<file path="config.mk">
export PLATFORM = sky130hd
export DESIGN_NAME = int_ctrl_prio
export DESIGN_NICKNAME = d
export VERILOG_FILES = /design/src/rtl/int_ctrl_prio.sv
export SDC_FILE = /design/constraint.sdc
export NUM_CORES = 1
export LEC_CHECK = 0
export ABC_AREA = 1
export BUFFER_PORTS_ARGS = -buffer_cell sky130_fd_sc_hd__buf_2
export CAP_MARGIN = 10
export CORE_ASPECT_RATIO = 0.9
export CORE_UTILIZATION = 34
export CTS_BUF_LIST = sky130_fd_sc_hd__clkbuf_8
export CTS_CLUSTER_SIZE = 25
export DETAILED_ROUTE_END_ITERATION = 8
export GPL_TIMING_DRIVEN = 0
export HOLD_SLACK_MARGIN = 0.1
export REMOVE_ABC_BUFFERS = 1
export SETUP_SLACK_MARGIN = 0.02
export SYNTH_ARGS = -nofsm -noshare
export SYNTH_HDL_FRONTEND = slang
export SYNTH_SLANG_ARGS = --single-unit
</file>
<file path="constraint.sdc">
create_clock -name clk -period 2.4 [get_ports clk]
set_input_delay 0.12 -clock clk [delete_from_list [all_inputs] [get_ports clk]]
set_output_delay 0.12 -clock clk [all_outputs]
set_load 0.005 [all_outputs]
</file>
<file path="src/rtl/int_ctrl_prio.sv">
// Prioritised edge-triggered interrupt controller with per-channel mask and vector output.
// Define INT_CTRL_NESTING_EN to let higher-priority channels preempt lower ones in service.
module int_ctrl_prio #(
   parameter int unsigned       N_CH       = 4,
   parameter int unsigned       PC_W       = 10,
   parameter logic [PC_W-1:0]   VEC_BASE   = 10'h3F0,
   parameter int unsigned       VEC_STRIDE = 1,
   parameter logic [N_CH-1:0]   MASK_RST   = '1
) (
   input  logic            clk,
   input  logic            reset,
   input  logic [N_CH-1:0] int_req,
   input  logic            mask_we,
   input  logic [N_CH-1:0] mask_d,
   input  logic            int_ack,
   input  logic            fin_int,
   output logic            irq_uc,
   output logic [PC_W-1:0] vector,
   output logic [N_CH-1:0] pending,
   output logic [N_CH-1:0] in_service
);

   logic [N_CH-1:0] req_q;
   logic [N_CH-1:0] pend_q, pend_d;
   logic [N_CH-1:0] ins_q, ins_d;
   logic [N_CH-1:0] mask_q;
   logic [N_CH-1:0] rise;
   logic [N_CH-1:0] eligible;
   logic [N_CH-1:0] sel_oh;
   logic [N_CH-1:0] clr;
   int unsigned     sel_idx;
   logic            irq;

   assign rise     = int_req & ~req_q;
   assign eligible = pend_q & mask_q;

   always_comb begin
      sel_idx = 0;
      sel_oh  = '0;
      for (int i = int'(N_CH) - 1; i >= 0; i--) begin
         if (eligible[i]) begin
            sel_idx   = i;
            sel_oh    = '0;
            sel_oh[i] = 1'b1;
         end
      end
   end

   assign vector = VEC_BASE + PC_W'(sel_idx * VEC_STRIDE);

`ifdef INT_CTRL_NESTING_EN
   int unsigned     cur_idx;
   logic [N_CH-1:0] cur_oh;

   // cur is the highest-priority channel in service, or N_CH when nothing is.
   always_comb begin
      cur_idx = N_CH;
      cur_oh  = '0;
      for (int i = int'(N_CH) - 1; i >= 0; i--) begin
         if (ins_q[i]) begin
            cur_idx   = i;
            cur_oh    = '0;
            cur_oh[i] = 1'b1;
         end
      end
   end

   always_comb begin
      irq   = (|eligible) && (sel_idx < cur_idx);
      clr   = '0;
      ins_d = ins_q;
      if (fin_int) begin
         ins_d = ins_d & ~cur_oh;
      end
      if (int_ack && irq) begin
         clr   = sel_oh;
         ins_d = ins_d | sel_oh;
      end
   end
`else
   typedef enum logic [0:0] {StIdle, StService} state_e;
   state_e state_q, state_d;

   always_ff @(posedge clk or posedge reset) begin
      if (reset) begin
         state_q <= StIdle;
      end else begin
         state_q <= state_d;
      end
   end

   always_comb begin
      state_d = state_q;
      irq     = 1'b0;
      clr     = '0;
      ins_d   = ins_q;
      unique case (state_q)
         StIdle: begin
            irq = |eligible;
            if (int_ack && irq) begin
               clr     = sel_oh;
               ins_d   = sel_oh;
               state_d = StService;
            end
         end
         StService: begin
            if (fin_int) begin
               ins_d   = '0;
               state_d = StIdle;
            end
         end
         default: state_d = StIdle;
      endcase
   end
`endif

   // A new edge on the acknowledged channel wins over its clear.
   assign pend_d = (pend_q & ~clr) | rise;

   always_ff @(posedge clk or posedge reset) begin
      if (reset) begin
         req_q  <= '0;
         pend_q <= '0;
         ins_q  <= '0;
         mask_q <= MASK_RST;
      end else begin
         req_q  <= int_req;
         pend_q <= pend_d;
         ins_q  <= ins_d;
         if (mask_we) begin
            mask_q <= mask_d;
         end
      end
   end

   assign irq_uc     = irq;
   assign pending    = pend_q;
   assign in_service = ins_q;

endmodule

</file>
Word level (Yosys, flattened, before mapping)
Index checks and enable logic that the tools add are counted.
Storage, ports and cells
  flip-flop bits (word level): 17
  input port bits: 13
Operators by class
  bitwise operators: 7
  multiplexer cells: 17
  reductions and logical operators: 3
  eq/ne operators: 2
  add/subtract/negate cells: 1
Operators with widths (count)
  4-bit two-way mux: 8
  10-bit two-way mux: 3
  4-bit AND: 3
  10-bit adder, first input constant: 1
  4-bit NOT: 2
  4-bit one-hot mux with 2 select lines: 1
  2-bit != test, second input constant: 2
  4-bit OR: 1
  4-bit OR reduction: 1
  1-bit two-way mux: 3
  2-bit two-way mux: 1
  1-bit one-hot mux with 2 select lines: 1
  2-bit AND reduction: 1
  1-bit logical AND: 1
  1-bit NOT: 1

Depth between registers and ports, before layout
Gate-level depths: netlist of the first run.
  word-level depth: 10
  depth in mapped cells: 6
  mapped depth without buffers: 6

Worst setup path after synthesis of the first run
Ideal clock, no wire load.
  kind: flip-flop to flip-flop
  from: reg mask_q[0]
  to: reg pend_q[0] (netlist: pending[0])
  clock period less this slack: 1.001 ns
  data required time: 2.274 ns
  path buffers: 0
  stages on the path, launching flop included: 6
  slack: 1.399 ns
  arrival: 0.875 ns
  path through: dfstp_2 -> nand2_4 -> nor3_1 -> inv_1 -> nand2_1 -> o21ai_0
On the way
  cells in the longest elaborated chain, start to end: 8
  elaborated cells on any way between the ends: 9
  classes of those cells: mux: 3; bitwise: 4; reduce/logical: 2
Ends and longest elaborated chain
  start: declaration: RTL line 26  | logic [N_CH-1:0] mask_q;
  start signal: assignment: RTL line 131  | mask_q <= mask_d;
  4-bit AND *: RTL line 35  | assign eligible = pend_q & mask_q;
  4-bit OR reduction: RTL line 99  | irq = |eligible;
  1-bit logical AND: RTL line 100  | if (int_ack && irq) begin
  4-bit two-way mux *: RTL line 100
  4-bit two-way mux *: RTL line 97  | unique case (state_q)
  4-bit NOT *: RTL line 118  | assign pend_d = (pend_q & ~clr) | rise;
  4-bit AND *: RTL line 118
  4-bit OR *: RTL line 118
  named net pend_d[0]: RTL line 24  | logic [N_CH-1:0] pend_q, pend_d;
  end signal: assignment: RTL line 128  | pend_q <= pend_d;
  end: declaration: RTL line 24
The timed path passes the listed nets; every way through them passes the cells marked *.
A chain may end at the register's enable or synchronous reset.

Worst setup path in the final report of the first run
  from: reg mask_q[1]
  to: out irq_uc
On the way
  cells in the longest elaborated chain, start to end: 3
Ends and longest elaborated chain
  4-bit AND: RTL line 35
  4-bit OR reduction: RTL line 99
  1-bit two-way mux: RTL line 97
  end: declaration: RTL line 17  | output logic irq_uc,
Every way passes these cells.

==> summary.md, run 1 <==
* 60.1% — post-route fraction of the period consumed by the critical path
* 2.28 ns — Worst Path Required
* 4.27 — Via-to-Cell Ratio
* dfrtp_1 — cell taking the most area after synthesis
* 786 um^2 — Cell Area, Synth
* finished, final reports clean — run status
* output port — kind of end point of the critical path
* 36.0% — Starting Density
* clkbuf_8 — Clk Tree Root Cell
* 12.3% — total global routing track utilization
* mask_q[1] — crit path launch
* 32 — number of top-level pins
* 0.00105 mm^2 — Layout Cell Area excl Fill
* 20 — number of unique standard cell types used by synthesis
* 510 — vias in the first global route
* 430 um^2 — Sequential Area
* 2 — Worst Path Buf+Inv
* dfrtp_1 (41%), dfstp_2 (13%), buf_4 (7.6%), nand2_1 (6.7%), mux2_2 (5.7%) — largest cells by area after synthesis
* 54.8% — sequential fraction of the synthesis area
* 0 — grt total ovfl
* 17 — Clock Sinks
* mask_we — startpoint of the worst hold path
* 0 — number of nets still failing antenna checks after routing
* 2 — deepest clock path buffer count
* 1000 um — detailed placement HPWL
* mask_q[0] — startpoint of the worst-slack reg-to-reg timing path
* built — clock tree from TritonCTS
* 2 — number of search-and-repair iterations in the first detailed-routing pass
* 0.26 ns — clock network latency to the later pin of the worst-skew pair
* 58.4% — Relative slew margins
* flip-flop — crit start category
* 0.651 — final weighted congestion in routability-driven placement
* flip-flops — Worst path top cell family by delay
* 9.42 um — final routed wire length divided by cell count
* 897 um^2 — cell area after placement
* 100% — fraction of synthesis flops using an asynchronous set or reset pin
* 1 — CTS H-Tree Depth
* 0.00989 ns — Layout Skew
* 77 — number of instances in the synthesized netlist
* 0 ns — Total Negative Setup Slacks
* 0 — post-CTS setup buffer count
* 2160 um — global-route wire length before repair
* 0.56 ns — maximum single-stage delay on the critical path
* 47.6 um — floorplan die height
* 0 — final setup violating endpoints
* 3 — total clock buffers created by CTS
* 280 um^2 — multi-input combinational cell area
* 1.44 ns — final critical delay including setup and external delays
* 47.9% — final design utilization
* 0 — total inserted antenna cells
* 126 — total number of nets in the final design
* 17 — register bit count reported by yosys
* 2 — Iter 0 DRT Violations
* 0 — hold violation total from the final report
* 16 — Site Rows
* dfstp_2 — Max stage delay cell, worst path
* 229 — number of fill cells in the layout
* 0 — Gates resized, CTS repair
* 742 mW/mm^2 — Cell Pwr Density
* dfrtp_1 — predominant post-synthesis flop cell
* 10.2 um^2 — syn avg cell area
* 39.3% — fraction of layout instances using a drive strength above 1
* 1.32 ns — data arrival at the endpoint of the critical path
* 52.7 um — die boundary width
* 139 — non-filler instance count after layout
* 776 uW — total power draw
* 0 — number of warnings issued by yosys
* 594 — via total after detailed routing
* 33.1% — Area Overhead vs Synth
* 0 — pins over their slew limit
* 125 — total instance count after detailed placement
* no — unrepaired setup endpoints after global routing
* input port to flip-flop — type of the worst min-delay path
* 3 — Max FO, Critical Path
* 0.623 ns — slew at the pin with the worst max-slew slack
* 0 — number of maximum-capacitance violations
* 0.00218 mm^2 — core area
* 10 — hold bufs inserted after CTS
* flip-flop to output port — critical path start-end classification
* 0.00251 mm^2 — full die area
* 0 — number of antenna violations at the first check in global routing
* nand2_1 (14), dfrtp_1 (13), inv_1 (9) — most used standard cells in the synthesized netlist
* 0.07 ns — clock-pin slew reported for the worst setup and hold paths after clock tree synthesis
* 0.693 GHz — peak clock frequency supported by timing
* 1310 um — routed wire length
* 0 — drc violations
* nand2_2, nand2_4, inv_2, a31oi_1, buf_2 — critical-path cell list
* 41.4% — Synth top area share
* 0.548 nW — leakage power
* 23 — # port buffers
* 0.000466 V — peak ir drop on the vdd network
* nand2_1 — most frequently used cell type in the post-synthesis netlist
* 18 — pin count of the biggest net entering global routing
* 0 — number of enable-type register cells in the synthesized netlist
state kept, by name (all words and copies together), names as in the netlist:
| register | cells |
|---|---|
| state_q | 1 |
| req_q | 4 |
| mask_q | 4 |
| in_service | 4 |
| pending | 4 |
power breakdown:
group,switching (mW),total [mW],internal (mW)
Combinational,0.0964,0.186,0.0898
Clock,0.101,0.218,0.117
Sequential,0.0369,0.372,0.335
Total,0.234,0.776,0.542
metrics by stage:
step / setup WS, ns / hold WS [ns]
floorplan: 1.40 / 0.0432
global placement: 1.26 / 0.220
detailed placement: 1.24 / 0.236
CTS: 0.939 / 0.170
global route: 0.908 / 0.171
finish: 0.957 / 0.174
worst paths after layout:
check                                      to  slack, ns  cells past startpoint
worst max-delay path                   irq_uc       0.96                      5
worst min-delay path                mask_q[3]       0.17                      2
worst max register to register     pending[0]       1.33                      5
worst min register to register     pending[0]       0.42                      1
max in group asynchronous       in_service[2]       1.51                      3
min in group asynchronous            req_q[0]       0.48                      3
cells by family (layout without fill, tap and decap cells):
logic type             after synthesis  after routing  share of synthesized area, %
other                                2              8                         0.956
buffers and inverters               18             47                          12.4
AND/OR/NAND/NOR                     29             29                          19.7
flip-flops                          17             17                          54.8
multiplexers                         4              4                          5.73
AO/OA/AOI/OAI                        7              7                          6.37
layer usage:
metal	vias up	routed length (um)	GRT usage, %
met3	3	96	4.76
met4	0	9	4.74
met2	24	613	20.0
met1	269	591	15.1
li1	298	-	-
met5	-	0	0
cell usage in the layout, fill, tap and decap left out:
cell | Yosys | layout
buf_2 | 0 | 23
nand2_1 | 14 | 14
dfrtp_1 | 13 | 13
dlygate4sd3_1 | 0 | 10
inv_1 | 9 | 9
conb_1 | 2 | 8
mux2_2 | 4 | 4
nand2_2 | 4 | 4
nand3_1 | 4 | 4
dfstp_2 | 4 | 4
nand4_1 | 3 | 3
clkbuf_8 | 0 | 3
nand2_4 | 2 | 2
o21ai_0 | 2 | 2
a21boi_0 | 1 | 1
inv_2 | 1 | 1
nor2_4 | 1 | 1
o21ai_1 | 1 | 1
nor3_1 | 1 | 1
o21ai_4 | 1 | 1
a31oi_1 | 1 | 1
a21oi_1 | 1 | 1
clkinvlp_4 | 0 | 1
final cells by class:
cell class,count,share of cell area [%]
multi-input combinational,48,26.8
inverter,10,3.59
clock inverter,1,0.718
sequential,17,41.1
tap,27,3.23
clock buffer,3,3.95
timing repair buffer,33,20.6
Power figures use the tool's default switching activity.
==> inputs of run 2 (changes only) <==
- ABC_AREA: 1 -> 0
- clock period: 2.4 -> 1.3 ns (I/O delays scaled with it)
==> run 2 against run 1 <==
  * The flow now finishes with violations (setup timing)
  * Total power rose by 84%
  * Register-to-register slack worse by 1.2 ns
  * First-iteration DRC count unchanged
  * Worst hold slack lost 0.047 ns
  * Critical endpoint is now vector[0]
==> summary.md, run 2 <==
* 1 — CTS H-Tree Depth, unchanged
* 767 um^2 — Cell Area, Synth, was 786 um^2
* 28.1% — Switching Share, was 30.2%
* 131 — non-filler instance count after layout, was 139
* 1.24 ns — Worst Path Required, was 2.28 ns
* 1.43 mW — total power draw, was 776 uW
* 0 — number of warnings issued by yosys, unchanged
* 47.1 um — floorplan die height, was 47.6 um
* buf_2 (23), dfrtp_1 (12), dlygate4sd3_1 (10) — most frequent cells in the layout, was buf_2 (23), nand2_1 (14), dfrtp_1 (13)
* 401 uW — switching component of the power, was 234 uW
* flip-flop — crit start category, unchanged
* 17 — register bit count reported by yosys, unchanged
* 0.06 ns — clock-pin slew reported for the worst setup and hold paths after clock tree synthesis, was 0.07 ns
* 58.8% — Relative slew margins, was 58.4%
* output port — kind of end point of the critical path, unchanged
* 1.31 ns — final critical delay including setup and external delays
* 32 — number of top-level pins, unchanged
* 601 — vias in the first global route, was 510
* 21 — number of unique standard cell types used by synthesis, was 20
* 2 — deepest clock path buffer count, unchanged
* 0.720 — final weighted congestion in routability-driven placement, was 0.651
* -0.00881 ns — final critical-path setup slack, was 0.957 ns
* 0 — total inserted antenna cells, unchanged
* met4 — highest metal layer with signal wires, unchanged
* yes — unrepaired setup endpoints after global routing, was no
* 37.8% — Starting Density, was 36.0%
* 4 — number of search-and-repair iterations in the first detailed-routing pass, was 2
* 25.9% — clock network power share, was 28.0%
* buf_2 — commonest non-fill, non-tap cell in the layout, unchanged
* 0.000665 V — peak ir drop on the vdd network, was 0.000466 V
* dfrtp_1 — most frequently used cell type in the post-synthesis netlist, was nand2_1
* 3 — path depth of the worst reg2reg path, was 5
* clkbuf_8 — Clk Tree Root Cell, unchanged
* finished, violations left — run status, was finished, final reports clean
* input port to flip-flop — type of the worst min-delay path, unchanged
* 49.2% — sequential group share of total power, was 48.0%
* 0.0660 ns — Worst Setup Slack post-DPL, was 1.24 ns
* 0 — pins over their slew limit, unchanged
* 1050 um — detailed placement HPWL, was 1000 um
* 37.5% — Area Overhead vs Synth, was 33.1%
* 18 — pin count of the biggest net entering global routing, unchanged
* 0 — number of enable-type register cells in the synthesized netlist, unchanged
* 2 — number of cells on the worst hold path, unchanged
* 1.24 ns — data arrival at the endpoint of the critical path, was 1.32 ns
* dfrtp_1 — cell taking the most area after synthesis, unchanged
* 0.764 GHz — peak clock frequency supported by timing
* 2 — Iter 0 DRT Violations, unchanged
* 23 — # port buffers, unchanged
* 0 — number of nets still failing antenna checks after routing, unchanged
* 0.126 ns — worst slack on hold paths, was 0.174 ns
* 0 — drc violations, unchanged
* 100% — fraction of synthesis flops using an asynchronous set or reset pin, unchanged
* 3 — total clock buffers created by CTS, unchanged
* 11.5 um — final routed wire length divided by cell count, was 9.42 um
* 0 — hold violation total from the final report, unchanged
* 41.5% — fraction of layout instances using a drive strength above 1, was 39.3%
* 15 — Site Rows, was 16
* dfrtp_1 — predominant post-synthesis flop cell, unchanged
* 56.1% — sequential fraction of the synthesis area, was 54.8%
* 24.9% — Comb power frac, was 24.0%
* 0.00203 mm^2 — core area, was 0.00218 mm^2
* 52.1 um — die boundary width, was 52.7 um
* 0.617 ns — slew at the pin with the worst max-slew slack, was 0.623 ns
* 0.00245 mm^2 — full die area, was 0.00251 mm^2
* 1 — final setup violating endpoints, was 0
* 0.24 ns — clock network latency to the later pin of the worst-skew pair, was 0.26 ns
* 1500 um — routed wire length, was 1310 um
* 101% — post-route fraction of the period consumed by the critical path
* 120 — total number of nets in the final design, was 126
* 42.4% — Synth top area share, was 41.4%
* 4 — Max FO, Critical Path, was 3
* 2500 um — global-route wire length before repair, was 2160 um
* 85 um — Met3 Routed Length, was 96 um
* 0 — grt total ovfl, unchanged
* 11.4 um^2 — syn avg cell area, was 10.2 um^2
* setup timing — violations in the final reports
* built — clock tree from TritonCTS, unchanged
* flip-flop to output port — critical path start-end classification, unchanged
* 715 um — met2 wire length, was 613 um
* 603 — via total after detailed routing, was 594
* 0.535 nW — leakage power, was 0.548 nW
* 67 — number of instances in the synthesized netlist, was 77
* 1.03 mW — internal power contribution, was 542 uW
* 17 — Clock Sinks, unchanged
* 0.00308 ns — Layout Skew, was 0.00989 ns
* 0 — number of maximum-capacitance violations, unchanged
* 0 — number of antenna violations at the first check in global routing, unchanged
* -0.00881 ns — Total Negative Setup Slacks, was 0 ns
* 113 — total instance count after detailed placement, was 125
* 683 um — DRT met1 WL, was 591 um
* 14.9% — total global routing track utilization, was 12.3%
* 1350 mW/mm^2 — Cell Pwr Density, was 742 mW/mm^2
* 4.60 — Via-to-Cell Ratio, was 4.27
* dfrtp_1 (13), nand2_1 (9), buf_4 (8) — most used standard cells in the synthesized netlist, was nand2_1 (14), dfrtp_1 (13), inv_1 (9)
* dfrtp_1 (42%), dfstp_2 (14%), buf_4 (7.8%), mux2_2 (5.9%), a22o_1 (4.6%) — largest cells by area after synthesis, was dfrtp_1 (41%), dfstp_2 (13%), buf_4 (7.6%), nand2_1 (6.7%), mux2_2 (5.7%)
run 2: cell types whose count changed after synthesis, moves of 2 or more:
cell     change
nand2_1      -5
a22o_1       +4
nand2_2      -4
nand3_1      -4
inv_1        -3
nand2_4      -2
o21ai_0      -2
o21ai_1      +2
run 2: area by class of cell:
class | count | area [um^2]
fill | 202 | 972
sequential | 17 | 432
multi-input combinational | 42 | 279
timing repair buffer | 37 | 245
clock buffer | 3 | 41.3
tap | 25 | 31.3
inverter | 6 | 22.5
clock inverter | 1 | 3.75
run 2: final timing paths:
check                               from       endpoint  slack (ns)
min reg2reg                in_service[3]  in_service[3]        0.52
min                              mask_we      mask_q[3]        0.13
max reg2reg                   pending[1]     pending[2]        0.12
max                            mask_q[2]      vector[0]      -0.009
max in group asynchronous          reset     pending[1]        0.42
min in group asynchronous          reset       req_q[2]        0.44
run 2: power by group through the flow:
stage	sequential, mW	clock (mW)	combinational, mW
6_report	0.702	0.369	0.355
5_1_grt	0.716	0.405	0.400
4_1_cts	0.704	0.383	0.353
3_5_place_dp	0.713	0	0.300
3_3_place_gp	0.708	0	0.296
2_1_floorplan	0.704	0	0.169
run 2: cell families after synthesis:
family	after synthesis	share of synthesized area, %
mux	4	5.87
other cells	2	0.979
buf+inv	14	10.8
compound gates	15	16.3
simple gates	15	9.95
flops	17	56.1
run 2: timing repair:
action,CTS,global route
gates resized for setup,2,0
pin swaps,2,0
setup buffers,3,1
hold buffers,10,0
endpoints found under the hold margin,26,0
endpoints found under the setup margin,3,3
run 2: routing by layer:
layer,vias to the layer above,global-route usage [%]
met4,0,9.73
met1,282,17.4
met2,26,26.2
li1,293,-
met5,-,0
met3,2,1.94
run 2: stage by stage:
| step | area (um^2) | utilization (%) |
|---|---|---|
| 2_1_floorplan | 729 | - |
| 3_3_place_gp | 876 | 43.2 |
| 3_5_place_dp | 876 | 43.2 |
| 4_1_cts | 1050 | 51.7 |
| 5_1_grt | 1050 | 52.0 |
| 6_report | 1050 | 52.0 |
run 2: critical path: stages (launching register included):
cell	delay [ns]
dfstp_2	0.57
nand2_2	0.06
a32oi_1	0.18
a21oi_1	0.06
buf_2	0.13
==> inputs of run 3 (changes only) <==
- ABC_AREA: 0 -> 1
==> run 3 against run 2 <==
  * The run still ends with setup timing left
  * Worst hold slack got worse by 0.0057 ns
  * Count of clock-buffer cells in the layout stayed put
  * Clock skew up 0.0064 ns
  * Cell area grew 5.9%
  * Total power up 6.4%
  * Non-clock buffer count increased by 2
  * Via count rose by 2.5%
  * Largest cell class unchanged
  * Highest routed layer unchanged
==> summary.md, run 3 (synthesis gave the netlist of run 1 again) <==
* finished, violations left — run status, unchanged
* setup timing — violations in the final reports, unchanged
* 18 — pin count of the biggest net entering global routing, unchanged
* input port to flip-flop — type of the worst min-delay path, unchanged
* mask_q[0] — startpoint of the worst-slack reg-to-reg timing path, was pending[1]
* 1.24 ns — data arrival at the endpoint of the critical path, about the same
* 3 — total clock buffers created by CTS, unchanged
* 36.0% — Starting Density, was 37.8%
* 17 — Clock Sinks, unchanged
* 1000 um — detailed placement HPWL, was 1050 um
* 2 — Worst Path Buf+Inv, was 1
* 4.26 — Via-to-Cell Ratio, was 4.60
* 57.7% — Relative slew margins, was 58.8%
* 0.26 ns — clock network latency to the later pin of the worst-skew pair, was 0.24 ns
* 518 — vias in the first global route, was 601
* 0.194 ns — Worst Setup Slack post-DPL, was 0.0660 ns
* 0.55 ns — maximum single-stage delay on the critical path, was 0.57 ns
* 0 — pins over their slew limit, unchanged
* -0.00715 ns — final critical-path setup slack, was -0.00881 ns
* 0.651 — final weighted congestion in routability-driven placement, was 0.720
* 3 — Max FO, Critical Path, was 4
* buf_2 — commonest non-fill, non-tap cell in the layout, unchanged
* 101% — post-route fraction of the period consumed by the critical path, about the same
* 52.7 um — die boundary width, was 52.1 um
* 1360 mW/mm^2 — Cell Pwr Density, was 1350 mW/mm^2
* clkbuf_8 — Clk Tree Root Cell, unchanged
* yes — unrepaired setup endpoints after global routing, unchanged
* 1380 um — routed wire length, was 1500 um
* 1.31 ns — final critical delay including setup and external delays, about the same
* 0.765 GHz — peak clock frequency supported by timing, was 0.764 GHz
* 2 — number of search-and-repair iterations in the first detailed-routing pass, was 4
* 13.0% — total global routing track utilization, was 14.9%
* nand2_2, nand2_4, inv_4, a31oi_4, buf_2 — critical-path cell list, was nand2_2, a32oi_1, a21oi_1, buf_2
* 4.76% — met3 demand-to-capacity share in global routing, was 1.94%
* 0.633 ns — slew at the pin with the worst max-slew slack, was 0.617 ns
* -0.00760 ns — Total Negative Setup Slacks, was -0.00881 ns
* 32 — number of top-level pins, unchanged
* 0 — drc violations, unchanged
* 44.9% — fraction of layout instances using a drive strength above 1, was 41.5%
* 16 — Site Rows, was 15
* 0.00218 mm^2 — core area, was 0.00203 mm^2
* 15.9% — routing usage on met1, was 17.4%
* 0.579 nW — leakage power, was 0.535 nW
* 21.5% — global routing usage on met2, was 26.2%
* met2 — routing layer with the top usage in global route, unchanged
* output port — kind of end point of the critical path, unchanged
* 430 um^2 — Sequential Area, was 432 um^2
* 0 — number of nets still failing antenna checks after routing, unchanged
* mask_q[1] — crit path launch, was mask_q[2]
* 1.24 ns — Worst Path Required, about the same
* 0.00251 mm^2 — full die area, was 0.00245 mm^2
* 0.00950 ns — Layout Skew, was 0.00308 ns
* 2280 um — global-route wire length before repair, was 2500 um
* 51.2% — final design utilization, was 52.0%
* buf_2 (23), nand2_1 (14), dfrtp_1 (13) — most frequent cells in the layout, was buf_2 (23), dfrtp_1 (12), dlygate4sd3_1 (10)
* 0 — total inserted antenna cells, unchanged
* 42.2% — Area Overhead vs Synth, was 37.5%
* 2 — deepest clock path buffer count, unchanged
* 0.07 ns — clock-pin slew reported for the worst setup and hold paths after clock tree synthesis, was 0.06 ns
* flip-flop to output port — critical path start-end classification, unchanged
* flip-flop — crit start category, unchanged
* 0.120 ns — worst slack on hold paths, was 0.126 ns
* 0 — hold violation total from the final report, unchanged
* mask_we — startpoint of the worst hold path, unchanged
* 132 — total number of nets in the final design, was 120
* 618 — via total after detailed routing, was 603
* 0.000912 V — peak ir drop on the vdd network, was 0.000665 V
* 2 — final setup violating endpoints, was 1
* 223 — number of fill cells in the layout, was 202
* 47.6 um — floorplan die height, was 47.1 um
* 0 — number of antenna violations at the first check in global routing, unchanged
* 304 um^2 — multi-input combinational cell area, was 279 um^2
* built — clock tree from TritonCTS, unchanged
* 0 — number of maximum-capacitance violations, unchanged
* 23 — # port buffers, unchanged
* 9.50 um — final routed wire length divided by cell count, was 11.5 um
* flip-flops — Worst path top cell family by delay, unchanged
* 1 — CTS H-Tree Depth, unchanged
* dfstp_2 — Max stage delay cell, worst path, unchanged
* 0 — grt total ovfl, unchanged
* 4 — Iter 0 DRT Violations, was 2
==> run 3: changes by cell type in the layout (fill, tap and decap cells not counted), moves of 2 or more <==
cell,change
a21oi_1,-2
a22o_1,-4
buf_4,+2
nand2_1,+6
nand2_2,+2
nand2_4,+3
nand3_1,+4
o21ai_0,+2
o21ai_1,-2
==> run 3: repair_timing <==
action	CTS	global route
setup buffers	4	2
gates resized for setup	6	1
hold endpoints to repair	26	0
pin swaps	1	1
endpoints found under the setup margin	2	4
hold buffers	10	0
==> run 3: final timing paths <==
path / end / slack (ns) / cells past startpoint
hold / removal: mask_q[2] / 0.12 / 2
max in group asynchronous: in_service[2] / 0.45 / 3
min in group asynchronous: req_q[0] / 0.43 / 3
hold reg to reg: pending[0] / 0.42 / 1
setup / recovery: irq_uc / -0.007 / 5
setup reg to reg: pending[0] / 0.11 / 6
==> run 3: where the power goes <==
group	internal (mW)	leakage, nW	switching [mW]
Clock	0.216	0.0217	0.183
Combinational	0.220	0.364	0.204
Sequential	0.619	0.193	0.0760
==> run 3: layout make-up <==
cell class | instances | share of cell area, %
clock inverters | 1 | 0.672
repair buffers | 39 | 23.3
multi-input cells | 48 | 27.2
clock buffers | 3 | 3.70
flip-flops and latches | 17 | 38.5
inverters | 10 | 3.58
well taps | 27 | 3.02
==> run 3: per-layer routing <==
metal / vias to the layer above / wire length, um
li1: 310 / -
met4: 0 / 8
met2: 24 / 653
met3: 3 / 96
met5: - / 0
met1: 281 / 618
==> run 3: per-stage QoR <==
step | instance area [um^2] | power [mW] | std cells
finish | 1120 | 1.52 | 145
global route | 1120 | 1.62 | 145
CTS | 1100 | 1.53 | 143
detailed placement | 897 | 1.03 | 125
global placement | 897 | 1.02 | 125
floorplan | 748 | 0.890 | 75
